**src/rtl/reveal_ctrl.sv**
```systemverilog
// Album-art reveal sequencer: steps a cell counter while the song plays,
// debounces skip buttons and captures the border colour of the current cell.
module reveal_ctrl #(
    parameter int TICK_DIV  = 3000000,
    parameter int PIX_TOTAL = 2500,
    parameter int LOCKOUT   = 50
) (
    input  logic        clk,
    input  logic        rst_n,
    input  logic        i_next,
    input  logic        i_pre,
    input  logic        i_finish_song,
    input  logic        i_playing,
    input  logic        i_sample_valid,
    input  logic [14:0] i_sample_addr,
    input  logic [11:0] i_sample_rgb,
    output logic [14:0] o_reveal_cnt,
    output logic [1:0]  o_state,
    output logic        o_done,
    output logic        o_skip_evt,
    output logic        o_skip_dir,
    output logic [11:0] o_round_rgb,
    output logic        o_round_valid
);
    localparam int PW = (TICK_DIV > 1) ? $clog2(TICK_DIV) : 1;
    localparam int LW = (LOCKOUT > 0) ? $clog2(LOCKOUT + 1) : 1;
    localparam logic [PW-1:0] TICK_LAST = PW'(TICK_DIV - 1);
    localparam logic [14:0]   PIX_LAST  = 15'(PIX_TOTAL);
    localparam logic [LW-1:0] LOCK_LOAD = LW'(LOCKOUT);

    typedef enum logic [1:0] {
        S_IDLE = 2'd0,
        S_RUN  = 2'd1,
        S_HOLD = 2'd2,
        S_DONE = 2'd3
    } state_e;

    state_e        state_q, state_d;
    logic [14:0]   cnt_q, cnt_d;
    logic [PW-1:0] presc_q, presc_d;
    logic [LW-1:0] lock_q, lock_d;
    logic          next_prev_q, pre_prev_q;
    logic          skip_evt_q, skip_evt_d;
    logic          skip_dir_q, skip_dir_d;
    logic [11:0]   rgb_q, rgb_d;
    logic          valid_q, valid_d;
    logic          done_q, done_d;

    logic rise_next, rise_pre, lock_free, acc_next, acc_pre, accept, restart, incr;

    // Next wins a tie; both edges are swallowed while the lockout runs.
    always_comb begin
        rise_next = i_next & ~next_prev_q;
        rise_pre  = i_pre & ~pre_prev_q;
        lock_free = (lock_q == '0);
        acc_next  = rise_next & lock_free;
        acc_pre   = rise_pre & ~rise_next & lock_free;
        accept    = acc_next | acc_pre;
        restart   = accept | i_finish_song;
    end

    always_comb begin
        state_d    = state_q;
        cnt_d      = cnt_q;
        presc_d    = presc_q;
        rgb_d      = rgb_q;
        valid_d    = valid_q;
        incr       = 1'b0;
        skip_evt_d = accept;
        skip_dir_d = accept ? acc_next : skip_dir_q;
        if (accept)
            lock_d = LOCK_LOAD;
        else if (!lock_free)
            lock_d = lock_q - 1'b1;
        else
            lock_d = lock_q;

        if (restart) begin
            state_d = S_IDLE;
            cnt_d   = '0;
            presc_d = '0;
        end else begin
            unique case (state_q)
                S_IDLE: if (i_playing) state_d = S_RUN;
                S_RUN: begin
                    // A pause wins over a tick landing in the same cycle.
                    if (!i_playing) begin
                        state_d = S_HOLD;
                    end else if (presc_q == TICK_LAST) begin
                        presc_d = '0;
                        cnt_d   = cnt_q + 15'd1;
                        incr    = 1'b1;
                        if (cnt_d == PIX_LAST) state_d = S_DONE;
                    end else begin
                        presc_d = presc_q + 1'b1;
                    end
                end
                S_HOLD: if (i_playing) state_d = S_RUN;
                default: ;
            endcase
        end

        // Colour is kept across restarts; only the valid flag drops.
        if (restart || incr)
            valid_d = 1'b0;
        else if (i_sample_valid && (i_sample_addr == cnt_q) && !valid_q) begin
            rgb_d   = i_sample_rgb;
            valid_d = 1'b1;
        end

        done_d = (state_d == S_DONE);
    end

    always_ff @(posedge clk) begin
        if (!rst_n) begin
            state_q     <= S_IDLE;
            cnt_q       <= '0;
            presc_q     <= '0;
            lock_q      <= '0;
            next_prev_q <= 1'b0;
            pre_prev_q  <= 1'b0;
            skip_evt_q  <= 1'b0;
            skip_dir_q  <= 1'b0;
            rgb_q       <= '0;
            valid_q     <= 1'b0;
            done_q      <= 1'b0;
        end else begin
            state_q     <= state_d;
            cnt_q       <= cnt_d;
            presc_q     <= presc_d;
            lock_q      <= lock_d;
            next_prev_q <= i_next;
            pre_prev_q  <= i_pre;
            skip_evt_q  <= skip_evt_d;
            skip_dir_q  <= skip_dir_d;
            rgb_q       <= rgb_d;
            valid_q     <= valid_d;
            done_q      <= done_d;
        end
    end

    assign o_reveal_cnt  = cnt_q;
    assign o_state       = state_q;
    assign o_done        = done_q;
    assign o_skip_evt    = skip_evt_q;
    assign o_skip_dir    = skip_dir_q;
    assign o_round_rgb   = rgb_q;
    assign o_round_valid = valid_q;
endmodule
```
**config.mk**
```make
export PLATFORM = sky130hd
export DESIGN_NAME = reveal_ctrl
export DESIGN_NICKNAME = d
export VERILOG_FILES = /design/src/rtl/reveal_ctrl.sv
export SDC_FILE = /design/constraint.sdc
export NUM_CORES = 1
export LEC_CHECK = 0
export CAP_MARGIN = 20
export CORE_MARGIN = 5
export CORE_UTILIZATION = 45
export CTS_CLUSTER_DIAMETER = 120
export CTS_CLUSTER_SIZE = 40
export DETAILED_ROUTE_END_ITERATION = 6
export GPL_ROUTABILITY_DRIVEN = 0
export PLACE_DENSITY = 0.72
export SLEW_MARGIN = 30
export SYNTH_ARGS = -nofsm -noshare
export SYNTH_HDL_FRONTEND = slang
export SYNTH_SLANG_ARGS = --single-unit
```
**constraint.sdc**
```tcl
create_clock -name clk -period 2.4 [get_ports clk]
set_clock_uncertainty 0.2 [all_clocks]
set_input_delay 0.48 -clock clk [delete_from_list [all_inputs] [get_ports clk]]
set_output_delay 0.48 -clock clk [all_outputs]
set_load 0.005 [all_outputs]
```
# Yosys cells after proc, flatten, opt, wreduce, memory -nomap -nowiden
# Index checks and enable logic that the tools add are counted.
# W data, S select, Z words.
# word_totals
inputBits	34
out_inout_bits	33
reg_bits	63
elab_cells	60
# op_classes
mux	13
n_addsub	3
eq_ne	7
reduce_logical	13
bitwise_logic	12
# op_table
operator	count
$add A22 B1 Y22 const B	1
$eq A22 B22 Y1 const B	1
$mux W22	1
$add A15 B1 Y15 const B	1
$eq A15 B12 Y1 const B	1
$eq A15 B15 Y1	1
$mux W6	2
$mux W2	5
$reduce_or A2 Y1	4
$logic_not A6 Y1	1
$sub A6 B1 Y6 const B	1
$and A1 B1 Y1	5
$not A1 Y1	5
$eq A2 B2 Y1 const B	2
$mux W1	4
$pmux W2 S2	1
$reduce_and A2 Y1	2
$reduce_and A3 Y1	1
$eq A2 B1 Y1 const B	1
$logic_and A1 B1 Y1	2
$logic_not A2 Y1	1
$ne A2 B1 Y1 const B	1
$or A1 B1 Y1	2
$logic_not A1 Y1	1
$logic_or A1 B1 Y1	1

# Depth between registers and ports, before layout
# Gate-level depths: netlist of run 1.
# depth
word_depth	11
mapped_depth	7
mapped_depth_nobuf	6

# Worst setup path before layout of run 1
# OpenSTA, ideal clock, no wires.
# synth_timing
kind	register -> register
startpoint	register lock_q[3]
endpoint	register skip_dir_q, in the netlist o_skip_dir
t_arrival_ps	1663
path_slack_ps	410
required_ps	2072
path_stages_with_launch	7
setup_ps	128
synth_period_minus_slack_ps	1990
path_buffers	1
cell_sequence	dfxtp_1 > or3_1 > or3b_2 > clkbuf_1 > o21ai_0 > o21a_1 > nor2_1
# synth_via
elab_chain_cells	3
elab_cells_between_ends	4
classes_between	3 x bitwise; 1 x reduce/logical
# synth_rtl
element	line	source
from (decl)	41	logic [LW-1:0] lock_q, lock_d;
from (signal assigned)	131	lock_q <= lock_d;
$logic_not A6 Y1 (*)	55	lock_free = (lock_q == '0);
$and A1 B1 Y1, on equally long branches	56, 57	
$or A1 B1 Y1	58	accept = acc_next | acc_pre;
to (signal assigned)	135	skip_dir_q <= skip_dir_d;
to (decl)	44	logic skip_dir_q, skip_dir_d;
# Mark *: on every way between the ends. The rest lies on a longest branch, timed or not.
# A chain may end at the register's enable or synchronous reset.

# Worst setup path after layout of run 1
# layout_timing
startpoint	register presc_q[19]
endpoint	register cnt_q[10], in the netlist o_reveal_cnt[10]
# layout_via
elab_chain_cells	2
# layout_rtl
element	line	source
from (decl)	40	logic [PW-1:0] presc_q, presc_d;
from (signal assigned)	130	presc_q <= presc_d;
$eq A22 B22 Y1	89	end else if (presc_q == TICK_LAST) begin
$reduce_and A3 Y1 (no line)	n/a	
to (signal assigned)	129	cnt_q <= cnt_d;
to (decl)	39	logic [14:0] cnt_q, cnt_d;
# Every way passes these cells.

==> flow_metrics.tcl, run 1 <==
set metrics [dict create \
    viasPerCell 5.50 \
    fmax_ghz 0.448 \
    hold_class "reg2reg" \
    wirelength_um 8560 \
    ant_nets 0 \
    p_leak_nw 1.46 \
    setup_ws_ns 0.166 \
    worstSetupEndpointType "flop" \
    ys_ff_latch 63 \
    seqPwrFrac_pct 44.9 \
    nFillCells 599 \
    fp-row-count 30 \
    fp.dieH_um 94.6 \
    synth.yosys.warnings 0 \
    synthDistinctLibCells 42 \
    max_cap_violations 0 \
    r2r_start "presc_q[19]" \
    async_flop_share_pct 0 \
    rr_endpoint "o_reveal_cnt[10]" \
    vias 3109 \
    clkPwrFrac_pct 37.4 \
    yosys-top-cells-area "dfxtp_1 39%, xnor2_1 6.0%, xor2_1 5.7%, a21oi_1 5.0%, o31ai_1 4.4%" \
    pre_cts_slack_ns -0.111 \
    core_area_mm2 0.00687 \
    whs_path_depth 2 \
    pin_count 67 \
    synth.top_cell.area_share_pct 39.1 \
    antenna_found_initial 0 \
    cp-start-kind "flop" \
    worstHoldStart "o_round_rgb[11]" \
    grt_first_pass_wirelength_um 14200 \
    finalHoldViolCount 0 \
    syn-cell-area_mm2 0.00322 \
    die_area_mm2 0.00895 \
    cellInternalPower_mw 1.82 \
    whs_ns 0.265 \
    worstPathArrival_ns 2.31 \
    fin_crit_ns 2.23 \
    drc 0 \
    cp.required_ns 2.48 \
    outcome "complete, no violations" \
    slew_headroom_pct 65.6 \
    hold_buffers 0 \
    netlist_instances 389 \
    cts_buffer_depth 2 \
    grt_overflow 0 \
    num_antenna_cells 0 \
    root_buffer "clkbuf_8" \
    netSwitchingFraction_pct 28.2 \
    setup_viol 0 \
    regToRegSetupSlack_ns 0.17 \
    start_util_pct 46.9 \
    rsz0062_at_grt "false" \
    synth.largest_area_cell "dfxtp_1" \
    power.share.combinational_pct 17.7 \
    p_per_area_mw_per_mm2 589 \
    criticalPathCategory "reg2reg" \
    slew_viol_final 0 \
    grt_usage_pct 20.1 \
    grt_pass1_vias 2984 \
    synth_seq_area_share_pct 39.1 \
    cts_sinks 63 \
    io_buffers 66 \
    syn_nets 428 \
    ir_worst_vdd_v 0.000310 \
    reg2reg_depth 6 \
    die_w_um 94.6 \
    dp_hpwl_um 6290 \
    grt_max_degree 23 \
    tightestPinTransition_ns 0.509 \
    post_drt_wl_per_cell_um 15.2 \
    timing.final.crit_share_pct 93.1 \
    clk_pin_slew_worst_paths_ns 0.07 \
    power.switching_uw 713 \
    area_growth_pct 33.6 \
    drt-initial-drc-count 222 \
    clock_latency_ns 0.35 \
    layout-drive-gt1-share_pct 9.38 \
    hold_end "o_round_rgb[11]" \
    firstDrtPassIters 4 \
    cts_max_level 3 \
    numCtsBuffers 9 \
    fin_nets 503 \
    syn-mean-instance-area_um2 8.28 \
    yosys_most_used_dff "dfxtp_1" \
    cts_tree "done" \
    synth_edf_count 0 \
    critical_path_peak_fanout 22 \
]
-- per-stage QoR --
stage | instances | setup TNS [ns] | total power [mW] | util (%) | instance area (um2)
finish | 565 | 0 | 2.53 | 62.6 | 4300
global placement | 548 | -0.986 | 1.58 | 59.5 | 4090
CTS | 564 | 0 | 2.55 | 62.5 | 4290
floorplan | 389 | 0 | 1.44 | - | 3220
global route | 565 | 0 | 2.67 | 62.6 | 4300
detailed placement | 548 | -1.02 | 1.61 | 59.5 | 4090
-- Yosys cell counts (all sizes together), types with 10 or more instances --
cell type  number
dfxtp          63
nor2           37
a21oi          32
nand2          27
nand4          22
xnor2          22
xor2           21
o31ai          19
clkbuf         16
nand3          16
nor3           15
o21ai          10
-- final cells by class --
cell class	count	area, um2	area share, %
sequential	63	1260	29.3
inverter	8	30.0	0.698
tap	96	120	2.79
clock buffer	10	138	3.20
clock inverter	6	67.6	1.57
timing repair buffer	89	858	19.9
multi-input combinational	293	1830	42.5
-- state kept, by name, summed over array words and instances (netlist names) --
register and cells:
o_state 2, presc_q 22, lock_q 6, o_done 1, o_skip_dir 1, o_skip_evt 1
pre_prev_q 1, next_prev_q 1, o_reveal_cnt 15, o_round_valid 1, o_round_rgb 12
-- per-layer routing --
metal	wire (um)	part of all wire, %	global-route usage [%]	vias up
met5	0	0	0	-
met4	156	1.8	9.13	0
met3	398	4.6	4.38	13
met2	4030	47	31.2	67
met1	3980	46	26.7	1476
li1	-	-	-	1553
-- repair_timing --
item	CTS	global route
endpoints found under the setup margin	0	2
setup buffers	0	1
hold endpoints to repair	0	0
gates resized for setup	0	1
-- cell usage in the layout (no fill, tap or decap), types with 2 or more instances in the layout --
cell type and count:
clkdlybuf4s50_1 66, nand2_1 27, buf_12 2, a21oi_1 32, clkbuf_8 10, and4_1 4, inv_1 8, nand3b_1 3
xnor2_1 22, and2_1 7, nor3b_1 2, o21ai_0 10, and3_1 7, or3_1 9, ha_1 5, nor2_1 37
nor4_1 8, xor2_1 21, or4_1 6, buf_4 21, a211o_1 3, o31ai_1 19, nand3_1 16, nand4_1 21
nor3_1 15, clkinvlp_4 2, nand2b_1 3, dfxtp_1 62
-- how the worst max path moves through the flow --
stage / slack (ns) / to / startpoint / cells after the start
after CTS: 0.12 / o_reveal_cnt[10] / presc_q[18] / 6
final: 0.17 / o_reveal_cnt[10] / presc_q[19] / 6
after floorplan: 0.41 / o_skip_dir / lock_q[3] / 6
after global routing: 0.009 / o_reveal_cnt[10] / presc_q[0] / 6
after detailed placement: -0.11 / o_reveal_cnt[10] / i_playing / 6
after global placement: -0.08 / o_round_rgb[10] / i_sample_addr[8] / 8
-- power by group through the flow --
stage | sequential, mW | combinational (mW) | clock [mW]
2_1_floorplan | 1.15 | 0.284 | 0
5_1_grt | 1.14 | 0.495 | 1.03
3_5_place_dp | 1.16 | 0.444 | 0
4_1_cts | 1.14 | 0.447 | 0.969
3_3_place_gp | 1.16 | 0.425 | 0
6_report | 1.14 | 0.448 | 0.948
-- kinds of logic after synthesis --
kind of cell / share of synthesized area, %
AOI/OAI and AO/OA: 13.8
xor gates and xnor gates: 11.7
adders and majority gates: 2.25
buffers and inverters: 4.16
DFF: 39.1
and+or+nand+nor: 28.9
-- worst max-delay path, cell delays in order, from the launching register on --
cell,delay [ns]
dfxtp_1,0.39
and4b_1,0.24
nand4_2,0.18
nand4bb_1,0.25
buf_4,0.23
or4_1,0.51
a21oi_1,0.16
No activity file was read; power rests on OpenSTA's default activity.
==> inputs of run 2 (changes only) <==
--- a/config.mk
+++ b/config.mk
@@ -13,7 +13,7 @@
 export DETAILED_ROUTE_END_ITERATION = 6
 export GPL_ROUTABILITY_DRIVEN = 0
 export PLACE_DENSITY = 0.72
-export SLEW_MARGIN = 30
+export SLEW_MARGIN = 25
 export SYNTH_ARGS = -nofsm -noshare
 export SYNTH_HDL_FRONTEND = slang
 export SYNTH_SLANG_ARGS = --single-unit
==> results of run 2 <==
The final DEF is identical to that of run 1; final timing and power are the same.
==> inputs of run 3 (changes only) <==
==> constraint.sdc (replaced) <==
create_clock -name clk -period 2.47 [get_ports clk]
set_clock_uncertainty 0.2 [all_clocks]
set_input_delay 0.494 -clock clk [delete_from_list [all_inputs] [get_ports clk]]
set_output_delay 0.494 -clock clk [all_outputs]
set_load 0.005 [all_outputs]
==> flow_metrics.tcl, run 3 (synthesized netlist as in run 1, its figures left out) <==
set metrics [dict create \
    outcome "complete, no violations" \
    slew_headroom_pct 65.2 \
    tightestPinTransition_ns 0.515 \
    worstPathArrival_ns 2.31 \
    r2r_start "presc_q[7]" \
    fp.dieH_um 94.6 \
    pre_cts_slack_ns -0.0189 \
    antenna_found_initial 0 \
    cts_tree "done" \
    numCtsBuffers 9 \
    vias 3100 \
    pin_count 67 \
    cts_resized 0 \
    design_area_mm2 0.00426 \
    cts_buffer_depth 2 \
    max_cap_violations 0 \
    drt-initial-drc-count 209 \
    drc 0 \
    fin_nets 500 \
    setup_ws_ns 0.224 \
    dpl_cell_area_mm2 0.00407 \
    firstDrtPassIters 5 \
    slew_viol_final 0 \
    cts_max_level 3 \
    io_buffers 66 \
    cts_sinks 63 \
    fmax_ghz 0.445 \
    cp-start-kind "flop" \
    cp-startpoint "presc_q[7]" \
    clk_pin_slew_worst_paths_ns 0.07 \
    p_per_area_mw_per_mm2 555 \
    layout-drive-gt1-share_pct 8.37 \
    fin_crit_ns 2.25 \
    clkPwrFrac_pct 35.1 \
    ir_worst_vdd_v 0.000376 \
    finalHoldViolCount 0 \
    cellInternalPower_mw 1.69 \
    final_common_cell "clkdlybuf4s50_1" \
    grt_first_pass_wirelength_um 13600 \
    tns_ns 0 \
    cts_setup_buffers 0 \
    fp-row-count 30 \
    power.switching_uw 670 \
    core_area_mm2 0.00687 \
    regToRegSetupSlack_ns 0.22 \
    crit_path_end "o_reveal_cnt[12]" \
    rr_endpoint "o_reveal_cnt[12]" \
    largest_reg_flops 22 \
    post_drt_wl_per_cell_um 14.9 \
    die_area_mm2 0.00895 \
    rsz0062_at_grt "false" \
    layout_common_cells "66 x clkdlybuf4s50_1, 63 x dfxtp_1, 37 x nor2_1" \
    power.share.combinational_pct 18.2 \
    reg2reg_depth 6 \
    seqPwrFrac_pct 46.7 \
    root_buffer "clkbuf_8" \
    timing.final.crit_share_pct 90.9 \
    clock_latency_ns 0.34 \
    grt_usage_pct 19.0 \
    hold_buffers 0 \
    critical_path_peak_fanout 26 \
    criticalPathCategory "reg2reg" \
    viasPerCell 5.52 \
    dp_hpwl_um 6030 \
    ant_nets 0 \
    hold_class "reg2reg" \
    worstSetupEndpointType "flop" \
    finalPower_mw 2.36 \
    start_util_pct 46.9 \
    p_leak_nw 1.44 \
    netSwitchingFraction_pct 28.3 \
    grt_max_degree 27 \
    grt_pass1_vias 2835 \
    cp.required_ns 2.54 \
    die_w_um 94.6 \
    grt_overflow 0 \
    num_antenna_cells 0 \
    area_growth_pct 32.2 \
    wirelength_um 8370 \
    setup_viol 0 \
    final_util_pct 62.0 \
    largest-register "presc_q" \
]
## run 3: changes by cell type in the layout (fill, tap and decap cells not counted), sizes merged
cell	before	now
buf	23	20
clkbuf	10	12
clkinv	2	1
bufinv	1	0
## run 3: stage by stage
step                      cells  hold slack [ns]
after global placement      546            0.250
after CTS                   562            0.271
after detailed placement    546            0.261
after floorplan             389            0.244
after global routing        562            0.300
final                       562            0.269
## run 3: power by group through the flow
stage | clock network, mW | registers (mW) | logic (mW)
after floorplan | 0 | 1.12 | 0.276
after global placement | 0 | 1.13 | 0.416
after detailed placement | 0 | 1.13 | 0.423
after CTS | 0.847 | 1.10 | 0.429
after global routing | 0.894 | 1.11 | 0.475
final | 0.829 | 1.10 | 0.431
## run 3: critical path, cell delays in order (launching register included)
cell and delay, ns:
dfxtp_1 0.41, and4b_1 0.24, nand4_2 0.19, nand4bb_1 0.24, buf_4 0.22, or4_1 0.51, a21oi_1 0.16
## run 3: area by class of cell
cell class | count | area (um2)
clock buffers | 12 | 155
clock inverters | 4 | 28.8
fillers | 599 | 2610
inverters | 8 | 30.0
multi-input cells | 293 | 1830
flip-flops and latches | 63 | 1260
well taps | 96 | 120
repair buffers | 86 | 836
## run 3: routing by layer
layer	track usage [%]	vias up	routed length [um]
met5	0	-	0
met2	29.8	86	3910
li1	-	1548	-
met4	6.61	0	158
met1	25.4	1449	3810
met3	4.86	17	493
## run 3: how the worst min path moves through the flow
stage                     from               to  cells after the start  slack [ns]
2_1_floorplan       presc_q[1]       presc_q[1]                      2        0.24
3_3_place_gp    o_round_rgb[7]   o_round_rgb[7]                      2        0.25
3_5_place_dp    o_round_rgb[2]   o_round_rgb[2]                      2        0.26
4_1_cts         o_round_rgb[2]   o_round_rgb[2]                      2        0.27
5_1_grt        o_round_rgb[10]  o_round_rgb[10]                      2        0.30
6_report        o_round_rgb[7]   o_round_rgb[7]                      2        0.27
